$ cat src/rtl/cpu_pkg.sv
// rtl/cpu_pkg.sv - shared CPU constants and types for the status-flag path
package cpu_pkg;

   localparam int FLAG_W_DEF     = 4;

   localparam int FLAG_CARRY_IDX = 0;
   localparam int FLAG_ZERO_IDX  = 1;
   localparam int FLAG_SIGN_IDX  = 2;
   localparam int FLAG_OVF_IDX   = 3;

   typedef logic [FLAG_W_DEF-1:0] flag_vec_t;

endpackage

$ cat src/rtl/flag_stack_mem.sv
// rtl/flag_stack_mem.sv - shadow-stack storage, one write port and one asynchronous read port
module flag_stack_mem #(
   parameter int DEPTH = 4,
   parameter int W     = 4,
   parameter int AW    = 2
) (
   input  logic          iclk,
   input  logic          iwe,
   input  logic [AW-1:0] iwaddr,
   input  logic [W-1:0]  iwdata,
   input  logic [AW-1:0] iraddr,
   output logic [W-1:0]  ordata
);

   logic [W-1:0] mem [DEPTH];

   // Storage is never reset; the depth pointer alone decides which entries are meaningful.
   always_ff @(posedge iclk) begin
      if (iwe) begin
         mem[iwaddr] <= iwdata;
      end
   end

   assign ordata = mem[iraddr];

endmodule

$ cat src/rtl/flag_stack.sv
// rtl/flag_stack.sv - live status flags with masked writes and a LIFO shadow stack (optional parity: FLAG_STACK_PARITY_EN)
module flag_stack
   import cpu_pkg::*;
#(
   parameter int FLAG_W = FLAG_W_DEF,
   parameter int DEPTH  = 4,
   parameter int CNT_W  = $clog2(DEPTH + 1)
) (
   input  logic              iclk,
   input  logic              irst_n,
   input  logic              iclf,
   input  logic              ien,
   input  logic [FLAG_W-1:0] iwmask,
   input  logic [FLAG_W-1:0] iflag,
   input  logic              ipush,
   input  logic              ipop,
   input  logic              iclr_err,
   input  logic              iforce_carry,
   output logic [FLAG_W-1:0] oflag,
   output logic              ocarry,
   output logic [CNT_W-1:0]  odepth,
   output logic              oempty,
   output logic              ofull,
   output logic              oerr_ovf,
   output logic              oerr_udf
`ifdef FLAG_STACK_PARITY_EN
   ,
   output logic              oerr_par
`endif
);

`ifdef FLAG_STACK_PARITY_EN
   localparam int PAR_W = 1;
`else
   localparam int PAR_W = 0;
`endif
   localparam int ENTRY_W = FLAG_W + PAR_W;
   localparam int AW      = (DEPTH > 1) ? $clog2(DEPTH) : 1;

   logic [FLAG_W-1:0]  flag_q;
   logic [CNT_W-1:0]   depth_q;
   logic               ovf_q;
   logic               udf_q;

   logic               is_empty;
   logic               is_full;
   logic               xchg;
   logic               do_push;
   logic               do_pop;
   logic               rd_valid;
   logic               ovf_set;
   logic               udf_set;
   logic               mem_we;
   logic [CNT_W-1:0]   top_idx;
   logic [AW-1:0]      rd_addr;
   logic [AW-1:0]      wr_addr;
   logic [ENTRY_W-1:0] wr_data;
   logic [ENTRY_W-1:0] rd_data;
   logic [FLAG_W-1:0]  rd_flag;

   assign is_empty = (depth_q == '0);
   assign is_full  = (depth_q == CNT_W'(DEPTH));

   // Decode push/pop/exchange requests against the current stack occupancy.
   always_comb begin
      xchg     = ipush & ipop & ~is_empty;
      do_push  = ipush & ~xchg & ~is_full;
      do_pop   = ipop & ~ipush & ~is_empty;
      rd_valid = xchg | do_pop;
      ovf_set  = ipush & ~ipop & is_full;
      udf_set  = ipop & is_empty;
      mem_we   = do_push | xchg;
      top_idx  = depth_q - 1'b1;
      rd_addr  = AW'(top_idx);
      wr_addr  = xchg ? rd_addr : AW'(depth_q);
   end

`ifdef FLAG_STACK_PARITY_EN
   logic par_q;
   logic par_bad;

   assign wr_data  = {^flag_q, flag_q};
   assign rd_flag  = rd_data[FLAG_W-1:0];
   assign par_bad  = rd_valid & (^rd_data);
   assign oerr_par = par_q;

   // Sticky parity error; a detection in the same cycle as a clear keeps the bit set.
   always_ff @(posedge iclk) begin
      if (!irst_n) begin
         par_q <= 1'b0;
      end else if (par_bad) begin
         par_q <= 1'b1;
      end else if (iclr_err) begin
         par_q <= 1'b0;
      end
   end
`else
   assign wr_data = flag_q;
   assign rd_flag = rd_data;
`endif

   flag_stack_mem #(
      .DEPTH (DEPTH),
      .W     (ENTRY_W),
      .AW    (AW)
   ) u_mem (
      .iclk   (iclk),
      .iwe    (mem_we),
      .iwaddr (wr_addr),
      .iwdata (wr_data),
      .iraddr (rd_addr),
      .ordata (rd_data)
   );

   // Live flags: clear beats a restore, which beats a masked ALU write.
   always_ff @(posedge iclk) begin
      if (!irst_n) begin
         flag_q <= '0;
      end else if (iclf) begin
         flag_q <= '0;
      end else if (rd_valid) begin
         flag_q <= rd_flag;
      end else if (ien) begin
         flag_q <= (flag_q & ~iwmask) | (iflag & iwmask);
      end
   end

   // Stack pointer; an exchange leaves it unchanged.
   always_ff @(posedge iclk) begin
      if (!irst_n) begin
         depth_q <= '0;
      end else if (do_push) begin
         depth_q <= depth_q + 1'b1;
      end else if (do_pop) begin
         depth_q <= depth_q - 1'b1;
      end
   end

   // Sticky overflow/underflow flags; a set event outranks a clear in the same cycle.
   always_ff @(posedge iclk) begin
      if (!irst_n) begin
         ovf_q <= 1'b0;
         udf_q <= 1'b0;
      end else begin
         ovf_q <= ovf_set | (ovf_q & ~iclr_err);
         udf_q <= udf_set | (udf_q & ~iclr_err);
      end
   end

   assign oflag    = flag_q;
   assign ocarry   = iforce_carry ? 1'b0 : flag_q[FLAG_CARRY_IDX];
   assign odepth   = depth_q;
   assign oempty   = is_empty;
   assign ofull    = is_full;
   assign oerr_ovf = ovf_q;
   assign oerr_udf = udf_q;

endmodule
$ cat config.mk
export PLATFORM = sky130hd
export DESIGN_NAME = flag_stack
export DESIGN_NICKNAME = d
export VERILOG_FILES = /design/src/rtl/cpu_pkg.sv /design/src/rtl/flag_stack_mem.sv /design/src/rtl/flag_stack.sv
export SDC_FILE = /design/constraint.sdc
export NUM_CORES = 1
export LEC_CHECK = 0
export CORE_UTILIZATION = 50
export CTS_BUF_LIST = sky130_fd_sc_hd__clkbuf_2 sky130_fd_sc_hd__clkbuf_4 sky130_fd_sc_hd__clkbuf_8
export CTS_CLUSTER_DIAMETER = 50
export CTS_CLUSTER_SIZE = 16
export DETAILED_ROUTE_END_ITERATION = 8
export PLACE_DENSITY = 0.8
export SYNTH_ARGS = -nofsm -noshare
export SYNTH_HDL_FRONTEND = slang
export SYNTH_SLANG_ARGS = --single-unit
$ cat constraint.sdc
create_clock -name iclk -period 2.8 [get_ports iclk]
set_clock_uncertainty 0.2 [all_clocks]
set_input_delay 0.7 -clock iclk [delete_from_list [all_inputs] [get_ports iclk]]
set_output_delay 0.7 -clock iclk [all_outputs]
set_load 0.005 [all_outputs]
## After elaboration in Yosys (flattened, before gate mapping)

Memories as Yosys holds them, arrays and structs flattened.
Index checks and enable logic that the tools add are counted.

- Add/sub/neg operators: 2
- $mul: 0
- Div/mod/pow operators: 0
- Order comparisons: 0
- Equality and inequality tests: 1
- Shift operators: 0
- Multiplexer cells: 8
- Bitwise logic cells: 26
- Reduce and logical (&&, ||, !) cells: 4

Operators with widths:

| kind | count |
|---|---|
| $and A1 B1 Y1 | 11 |
| $and A4 B4 Y4 | 2 |
| $mux W4 | 2 |
| $not A1 Y1 | 7 |
| $mux W3 | 2 |
| $not A4 Y4 | 1 |
| $or A1 B1 Y1 | 4 |
| $or A4 B4 Y4 | 1 |
| $reduce_bool A2 Y1 | 2 |
| $add A3 B1 Y3 const B | 1 |
| $eq A3 B3 Y1 const B | 1 |
| $logic_not A3 Y1 | 1 |
| $mux W1 | 3 |
| $sub A3 B1 Y3 const B | 1 |
| $mux W2 | 1 |
| $reduce_or A2 Y1 | 1 |

- Register bits after elaboration: 9
- Bits in latches: 0
- Memory bits (writable): 16
- ROM bits: 0
- Input port bits: 16
- Output and inout port bits: 12
- Word-level logic and storage cells: 46
- Memories: 1

Memories:

| memory | words | bits a word | rd ports | clocked after memory_dff | wr ports | line | RTL |
|---|---|---|---|---|---|---|---|
| u_mem.mem | 4 | 4 | 1 | 0 | 1 | flag_stack_mem.sv:15 | `logic [W-1:0] mem [DEPTH];` |

## Longest topological paths before layout

Gate-level depths: netlist of run 1.

- Depth in word-level cells: 9
- Depth in mapped cells: 8
- Mapped depth without buffers: 7

## Hierarchy

Synthesis of run 1 repeated with hierarchy kept, for this count alone.

- Cells, all modules: 103
- Area, all modules: 1216.2 um2

By module, submodules not included:

| module | times used | cells each | area each (um2) | seq. area each (um2) |
|---|---|---|---|---|
| flag_stack_mem | 1 | 24 | 616.8 | 480.5 |
| flag_stack | 1 | 79 | 599.3 | 180.2 |

## Worst setup path before layout of run 1

No wires, ideal clock.

- Kind: reg2reg
- Start: reg depth_q[0], in the netlist odepth[0]
- End: mem u_mem.mem[2][0], enable pin
- Arrival: 1551 ps
- Required time: 2271 ps
- Path slack: 720 ps
- Cell stages (with the launch flop): 8
- Period minus slack after synthesis: 2080 ps
- Path through: dfxtp_1 buf_6 inv_1 ha_1 nand2b_4 and3_4 a21o_2 nor2_1

- Word-level cells in the longest chain between the ends: 9
- Elaborated cells on any way between the ends: 13
- Classes of those cells: add/sub: 1; eq/ne: 1; mux: 3; bitwise: 7; reduce/logical: 1

RTL lines:

| item | line | RTL |
|---|---|---|
| start: declaration | flag_stack.sv:41 | `logic [CNT_W-1:0] depth_q;` |
| start signal: assignment | flag_stack.sv:133 | `depth_q <= depth_q + 1'b1;` |
| start signal: assignment | flag_stack.sv:135 | `depth_q <= depth_q - 1'b1;` |
| $logic_not A3 Y1 | flag_stack.sv:61 | `assign is_empty = (depth_q == '0);` |
| $not A1 Y1 | flag_stack.sv:66 | `xchg = ipush & ipop & ~is_empty;` |
| $and A1 B1 Y1 | flag_stack.sv:66 |  |
| $not A1 Y1 | flag_stack.sv:67 | `do_push = ipush & ~xchg & ~is_full;` |
| $and A1 B1 Y1 (2 in series) | flag_stack.sv:67 |  |
| $or A1 B1 Y1 | flag_stack.sv:72 | `mem_we = do_push \| xchg;` |
| $mux W1 | flag_stack_mem.sv:19 | `if (iwe) begin` |
| $mux W1 (not written as such) | flag_stack_mem.sv:20 | `mem[iwaddr] <= iwdata;` |
| end: declaration | flag_stack_mem.sv:15 |  |

Several ways; a longest one is shown, not always the timed one.

## Final worst setup path of run 1

- Start: reg depth_q[1], in the netlist odepth[1]
- End: out oempty

- Word-level cells in the longest chain between the ends: 1

RTL lines:

| item | line | RTL |
|---|---|---|
| $logic_not A3 Y1 | flag_stack.sv:61 |  |
| end: declaration | flag_stack.sv:22 | `output logic oempty,` |

Every way passes these cells.

==> run_results.csv, run 1 <==
group,metric,value,unit
synthesis,synth.distinct_cells,32,
status,status,"finished, final reports clean",
cells_and_area,layout.nets,160,
power_and_ir_drop,pwr-share-clk,0.123,
clock_tree,cts_tree,"yes",
timing,timing.final.ws_setup,0.124,ns
run,drv_cap,0,
placed_design,routabilityCongestion,0.837,
global_route,grt-ovfl-total,0,
setup_path,endpoint_kind,"primary output",
clock_tree,clock_sinks,25,
setup_path,cp_max_fo,6,
cells_and_area,n_fill_cell,164,
synthesis,synth_cells,112,
setup_path,start_kind,"flip-flop",
cells_and_area,drive_above_1_share,0.114,
global_route,first_global_vias,899,
power_and_ir_drop,p_leak,0.569,nW
power_and_ir_drop,p_per_area,854,nW/um^2
timing,tightest_slew,0.404,ns
cells_and_area,fin_util,0.687,
clock_tree,cts_buffer_depth,2,
clock_tree,clk_pin_slew,0.13,ns
synthesis,synth.avg_cell_area,11.0,um^2
floorplan,die_h,51.6,um
detailed_routing,routedWlPerCell,16.0,um
power_and_ir_drop,netSwitchingPower,464,uW
power_and_ir_drop,netSwitchingFraction,0.348,
synthesis,synth-warning-count,0,
placed_design,io_buffer_count,27,
synthesis,synth.cell_area,1230,um^2
floorplan,start_util,0.541,
placed_design,dpl_cell_area,1520,um^2
setup_path,slowest_delay,0.52,ns
timing,slew_viol_final,0,
synthesis,yosys.area.top_type,"edfxtp_1",
floorplan,pin_count,28,
timing,relSlewSlack,0.730,
detailed_routing,drtAntennaViolNets,0,
detailed_routing,drc_errors,0,
timing,timing.setup.tns,0,ns
power_and_ir_drop,power.share.combinational,0.480,
global_route,grt_pass1_wl,4260,um
setup_path,worstPathRequired,1.90,ns
timing,max_freq,374,MHz
detailed_routing,avgViaCountPerCell,5.69,
timing,rsz0062_at_grt,"false",
setup_path,path_delay_family,"buffers and inverters",
floorplan,die_x,51.6,um
timing,hold_violations,0,
synthesis,yosys.area.top_type_share,0.390,
placed_design,dp_hpwl,2060,um
clock_tree,htree_levels,1,
cells_and_area,fin_area,1560,um^2
detailed_routing,vias,956,
detailed_routing,drt_iter0_drc,26,
synthesis,ys_seq_area_frac,0.537,
global_route,track_usage,0.227,
timing,period_share,0.956,
clock_tree,cts_buffers,3,
power_and_ir_drop,p_seq_frac,0.397,
worst_hold_path,hold_class,"flip-flop to flip-flop",
timing,min_period,2.68,ns
setup_path,arrival,1.78,ns
floorplan,die-area,2660,um^2
cells_and_area,syn_to_final_growth,27.0,%
setup_path,crit_buf_inv,3,
cells_and_area,final_cell_mix,"clkdlybuf4s50_1 (27), edfxtp_1 (16), nand2_1 (14), nor2_1 (9), dfxtp_1 (9)",
global_route,antenna_found_initial,0,
timing,setup_viol,0,
detailed_routing,drt_wl_total,2690,um
setup_path,crit_top_cell,"inv_1",
detailed_routing,first_pass_iters,4,
clock_tree,clockRootBuffer,"clkbuf_4",
floorplan,rows,17,
timing,worst_hold_slack,0.354,ns
setup_path,path_class,"flip-flop to primary output",
setup_path,cp_cell_sequence,"inv_1 -> ha_4 -> nand2b_4 -> inv_1 -> clkdlybuf4s50_1",
synthesis,netlist_top_cells_area,"edfxtp_1 (39%), dfxtp_1 (15%), mux4_2 (7.3%)",
clock_tree,clkLatencyLatePin,0.31,ns
placed_design,place_ws,0.107,ns
power_and_ir_drop,p_int,871,uW
floorplan,core_area,2280,um^2
cells_and_area,antenna-diode-count,0,
cells_and_area,mostFrequentLayoutCell,"clkdlybuf4s50_1",
setup_path,critPathSlowestCell,"clkdlybuf4s50_1",
synthesis,yosys_register_bits,25,
synthesis,synth_nets,131,
global_route,grt_start_max_net_pins,14,
power_and_ir_drop,peakVddDrop,0.537,mV
-- path summary, 6_finish.rpt --
check,startpoint,end,slack (ns),depth (start not counted)
max,odepth[1],oempty,0.12,5
min,flip-flop,u_mem.mem[3][3],0.35,0
max reg2reg,odepth[1],u_mem.mem[1][3],0.69,7
min reg2reg,flip-flop,u_mem.mem[3][3],0.35,0
-- layout make-up --
type | instances | area (um^2) | area share
clock buffers | 4 | 30.0 | 0.0192
inverters | 7 | 26.3 | 0.0168
multi-input cells | 75 | 527 | 0.337
flip-flops and latches | 25 | 661 | 0.422
well taps | 28 | 35.0 | 0.0224
repair buffers | 29 | 285 | 0.182
-- cells in the mapped netlist --
| library cell | count |
|---|---|
| edfxtp_1 | 16 |
| nand2_1 | 14 |
| dfxtp_1 | 9 |
| nor2_1 | 9 |
| inv_1 | 7 |
| o21ai_0 | 5 |
| a311oi_1 | 4 |
| and3_1 | 4 |
| mux4_2 | 4 |
| nand3_1 | 4 |
| a21oi_1 | 3 |
| buf_2 | 3 |
| ha_1 | 3 |
| nand2b_1 | 3 |
| nor3_1 | 3 |
| o22ai_1 | 3 |
| and2_1 | 2 |
| o21ai_1 | 2 |
| a211o_1 | 1 |
| a21o_2 | 1 |
| a31oi_1 | 1 |
| and3_4 | 1 |
| buf_1 | 1 |
| buf_6 | 1 |
| mux2i_1 | 1 |
| nand2_2 | 1 |
| nand2b_4 | 1 |
| nor2b_1 | 1 |
| nor3_2 | 1 |
| o21a_1 | 1 |
| o22a_1 | 1 |
| or2b_1 | 1 |
-- layer usage --
| layer | wire, um | share of wire | up-vias | global-route usage |
|---|---|---|---|---|
| li1 | - | - | 465 | - |
| met1 | 1210 | 0.45 | 455 | 0.299 |
| met2 | 1330 | 0.49 | 34 | 0.366 |
| met3 | 138 | 0.051 | 2 | 0.0673 |
| met4 | 9 | 0.0033 | 0 | 0.0541 |
| met5 | 0 | 0 | - | 0 |
-- cell families (layout without fill, tap and decap cells) --
group | count (synthesis) | count (layout) | share of synthesized area
compound gates | 22 | 22 | 0.117
fa+ha+maj | 3 | 3 | 0.0305
buf+inv | 12 | 40 | 0.0457
flops | 25 | 25 | 0.537
mux | 5 | 5 | 0.0813
simple gates | 45 | 45 | 0.189
-- repair_timing --
| action | 4_1_cts | 5_1_grt |
|---|---|---|
| setup buffers | 0 | 0 |
| hold buffers | 0 | 0 |
| setup endpoints to repair | 0 | 2 |
| hold endpoints to repair | 0 | 0 |
| gates resized for setup | 0 | 2 |
-- power by group through the flow --
stage,Sequential [mW],Combinational [mW],Clock [mW]
3_3_place_gp,0.534,0.581,0
5_1_grt,0.538,0.699,0.185
2_1_floorplan,0.528,0.406,0
6_report,0.531,0.640,0.164
3_5_place_dp,0.540,0.599,0
4_1_cts,0.531,0.600,0.171
-- stage by stage --
stage	power, mW	cells
after floorplan	0.934	112
after global placement	1.12	164
after detailed placement	1.14	164
after CTS	1.30	168
after global routing	1.42	168
final	1.34	168
No activity file was read; power rests on OpenSTA's default activity.
==> inputs of run 2 (changes only) <==
--- a/config.mk
+++ b/config.mk
@@ -10,7 +10,7 @@
 export CTS_CLUSTER_DIAMETER = 50
 export CTS_CLUSTER_SIZE = 16
 export DETAILED_ROUTE_END_ITERATION = 8
-export PLACE_DENSITY = 0.8
+export PLACE_DENSITY = 0.87
 export SYNTH_ARGS = -nofsm -noshare
 export SYNTH_HDL_FRONTEND = slang
 export SYNTH_SLANG_ARGS = --single-unit
==> run_results.csv, run 2 (synthesis gave the netlist of run 1 again) <==
group,metric,value,unit
setup_path,endpoint_kind,"primary output",
clock_tree,cts_buffer_depth,2,
floorplan,start_util,0.541,
timing,slew_viol_final,0,
clock_tree,clockRootBuffer,"clkbuf_4",
floorplan,pin_count,28,
placed_design,dp_hpwl,1820,um
setup_path,worstPathRequired,1.90,ns
status,status,"finished, final reports clean",
timing,timing.setup.tns,0,ns
timing,period_share,0.967,
detailed_routing,first_pass_iters,4,
timing,hold_violations,0,
power_and_ir_drop,p_seq_frac,0.395,
setup_path,arrival,1.81,ns
global_route,grtUsageMet3,0.0175,
power_and_ir_drop,netSwitchingFraction,0.357,
worst_hold_path,hold_class,"flip-flop to flip-flop",
power_and_ir_drop,p_per_area,852,nW/um^2
clock_tree,hold_buffers,0,
detailed_routing,routedWlPerCell,14.3,um
cells_and_area,multi_input_area,527,um^2
floorplan,die_x,51.6,um
power_and_ir_drop,peakVddDrop,0.590,mV
global_route,grt_pass1_wl,3880,um
clock_tree,htree_levels,1,
cells_and_area,drive_above_1_share,0.121,
cells_and_area,final_cell_mix,"clkdlybuf4s50_1 (27), edfxtp_1 (16), nand2_1 (14), nor2_1 (9), dfxtp_1 (9)",
clock_tree,cts_buffers,3,
cells_and_area,fin_area,1570,um^2
detailed_routing,drc_errors,0,
power_and_ir_drop,p_int,861,uW
detailed_routing,drt_wl_total,2420,um
power_and_ir_drop,pwr-share-clk,0.126,
power_and_ir_drop,netSwitchingPower,478,uW
global_route,track_usage,0.207,
cells_and_area,syn_to_final_growth,27.6,%
floorplan,die-area,2660,um^2
global_route,grt-ovfl-total,0,
floorplan,core_area,2280,um^2
timing,setup_viol,0,
timing,min_period,2.71,ns
global_route,met2_usage,0.325,
power_and_ir_drop,power.share.combinational,0.479,
global_route,grt_use_met1,0.287,
floorplan,die_h,51.6,um
global_route,grt-busiest-layer,"met2",
placed_design,dpl_cell_area,1530,um^2
global_route,grt_start_max_net_pins,16,
setup_path,cp_max_fo,6,
detailed_routing,avgViaCountPerCell,5.67,
floorplan,rows,17,
placed_design,routabilityCongestion,0.760,
run,drv_cap,0,
cells_and_area,layout.nets,161,
detailed_routing,drtAntennaViolNets,0,
clock_tree,post_cts_buffers,0,
timing,rsz0062_at_grt,"false",
setup_path,start_kind,"flip-flop",
cells_and_area,n_fill_cell,166,
detailed_routing,vias,959,
detailed_routing,drt_iter0_drc,25,
power_and_ir_drop,p_leak,0.569,nW
global_route,antenna_found_initial,0,
clock_tree,clk_pin_slew,0.14,ns
global_route,first_global_vias,850,
setup_path,path_class,"flip-flop to primary output",
clock_tree,cts_tree,"yes",
cells_and_area,regArea,661,um^2
timing,relSlewSlack,0.754,
timing,max_freq,369,MHz
cells_and_area,mostFrequentLayoutCell,"clkdlybuf4s50_1",
placed_design,io_buffer_count,27,
clock_tree,cts_resized,1,
clock_tree,clkLatencyLatePin,0.33,ns
timing,tightest_slew,0.367,ns
clock_tree,clock_sinks,25,
cells_and_area,antenna-diode-count,0,
run 2: through the flow:
stage               hold WS, ns  instances   util  power [mW]  setup slack (ns)
floorplan                 0.305        112      -       0.934             0.720
detailed placement        0.328        165  0.672        1.13             0.139
global route              0.362        169  0.690        1.41            0.0279
finish                    0.345        169  0.690        1.34            0.0920
CTS                       0.347        169  0.686        1.31            0.0665
global placement          0.320        165  0.672        1.11             0.199
run 2: layout make-up:
class,count,area share
Multi-Input combinational cell,75,0.335
Inverter,7,0.0167
Clock inverter,1,0.00478
Clock buffer,3,0.0143
Timing Repair Buffer,30,0.186
Sequential cell,25,0.420
Tap cell,28,0.0223
run 2: power by group through the flow:
stage | sequential, mW | combinational, mW | clock [mW]
after floorplan | 0.528 | 0.406 | 0
after global placement | 0.533 | 0.574 | 0
after detailed placement | 0.538 | 0.590 | 0
after CTS | 0.529 | 0.607 | 0.171
after global routing | 0.536 | 0.697 | 0.180
final | 0.528 | 0.642 | 0.169
run 2: path summary, 6_finish.rpt:
check,depth (start not counted),end,start,slack [ns]
worst min register to register,0,u_mem.mem[2][1],flip-flop,0.35
worst min-delay path,0,u_mem.mem[2][1],flip-flop,0.35
worst max register to register,7,u_mem.mem[2][0],odepth[1],0.67
worst max-delay path,5,oempty,odepth[1],0.09
run 2: worst max-delay path: stages, from the launching register on:
cell             delay, ns
dfxtp_1               0.38
inv_1                 0.16
ha_4                  0.20
nand2b_4              0.09
inv_1                 0.14
clkdlybuf4s50_1       0.52
run 2: per-layer routing:
layer	part of all wire	wire, um
met1	0.45	1090
met2	0.47	1150
met3	0.053	129
met4	0.022	54
met5	0	0
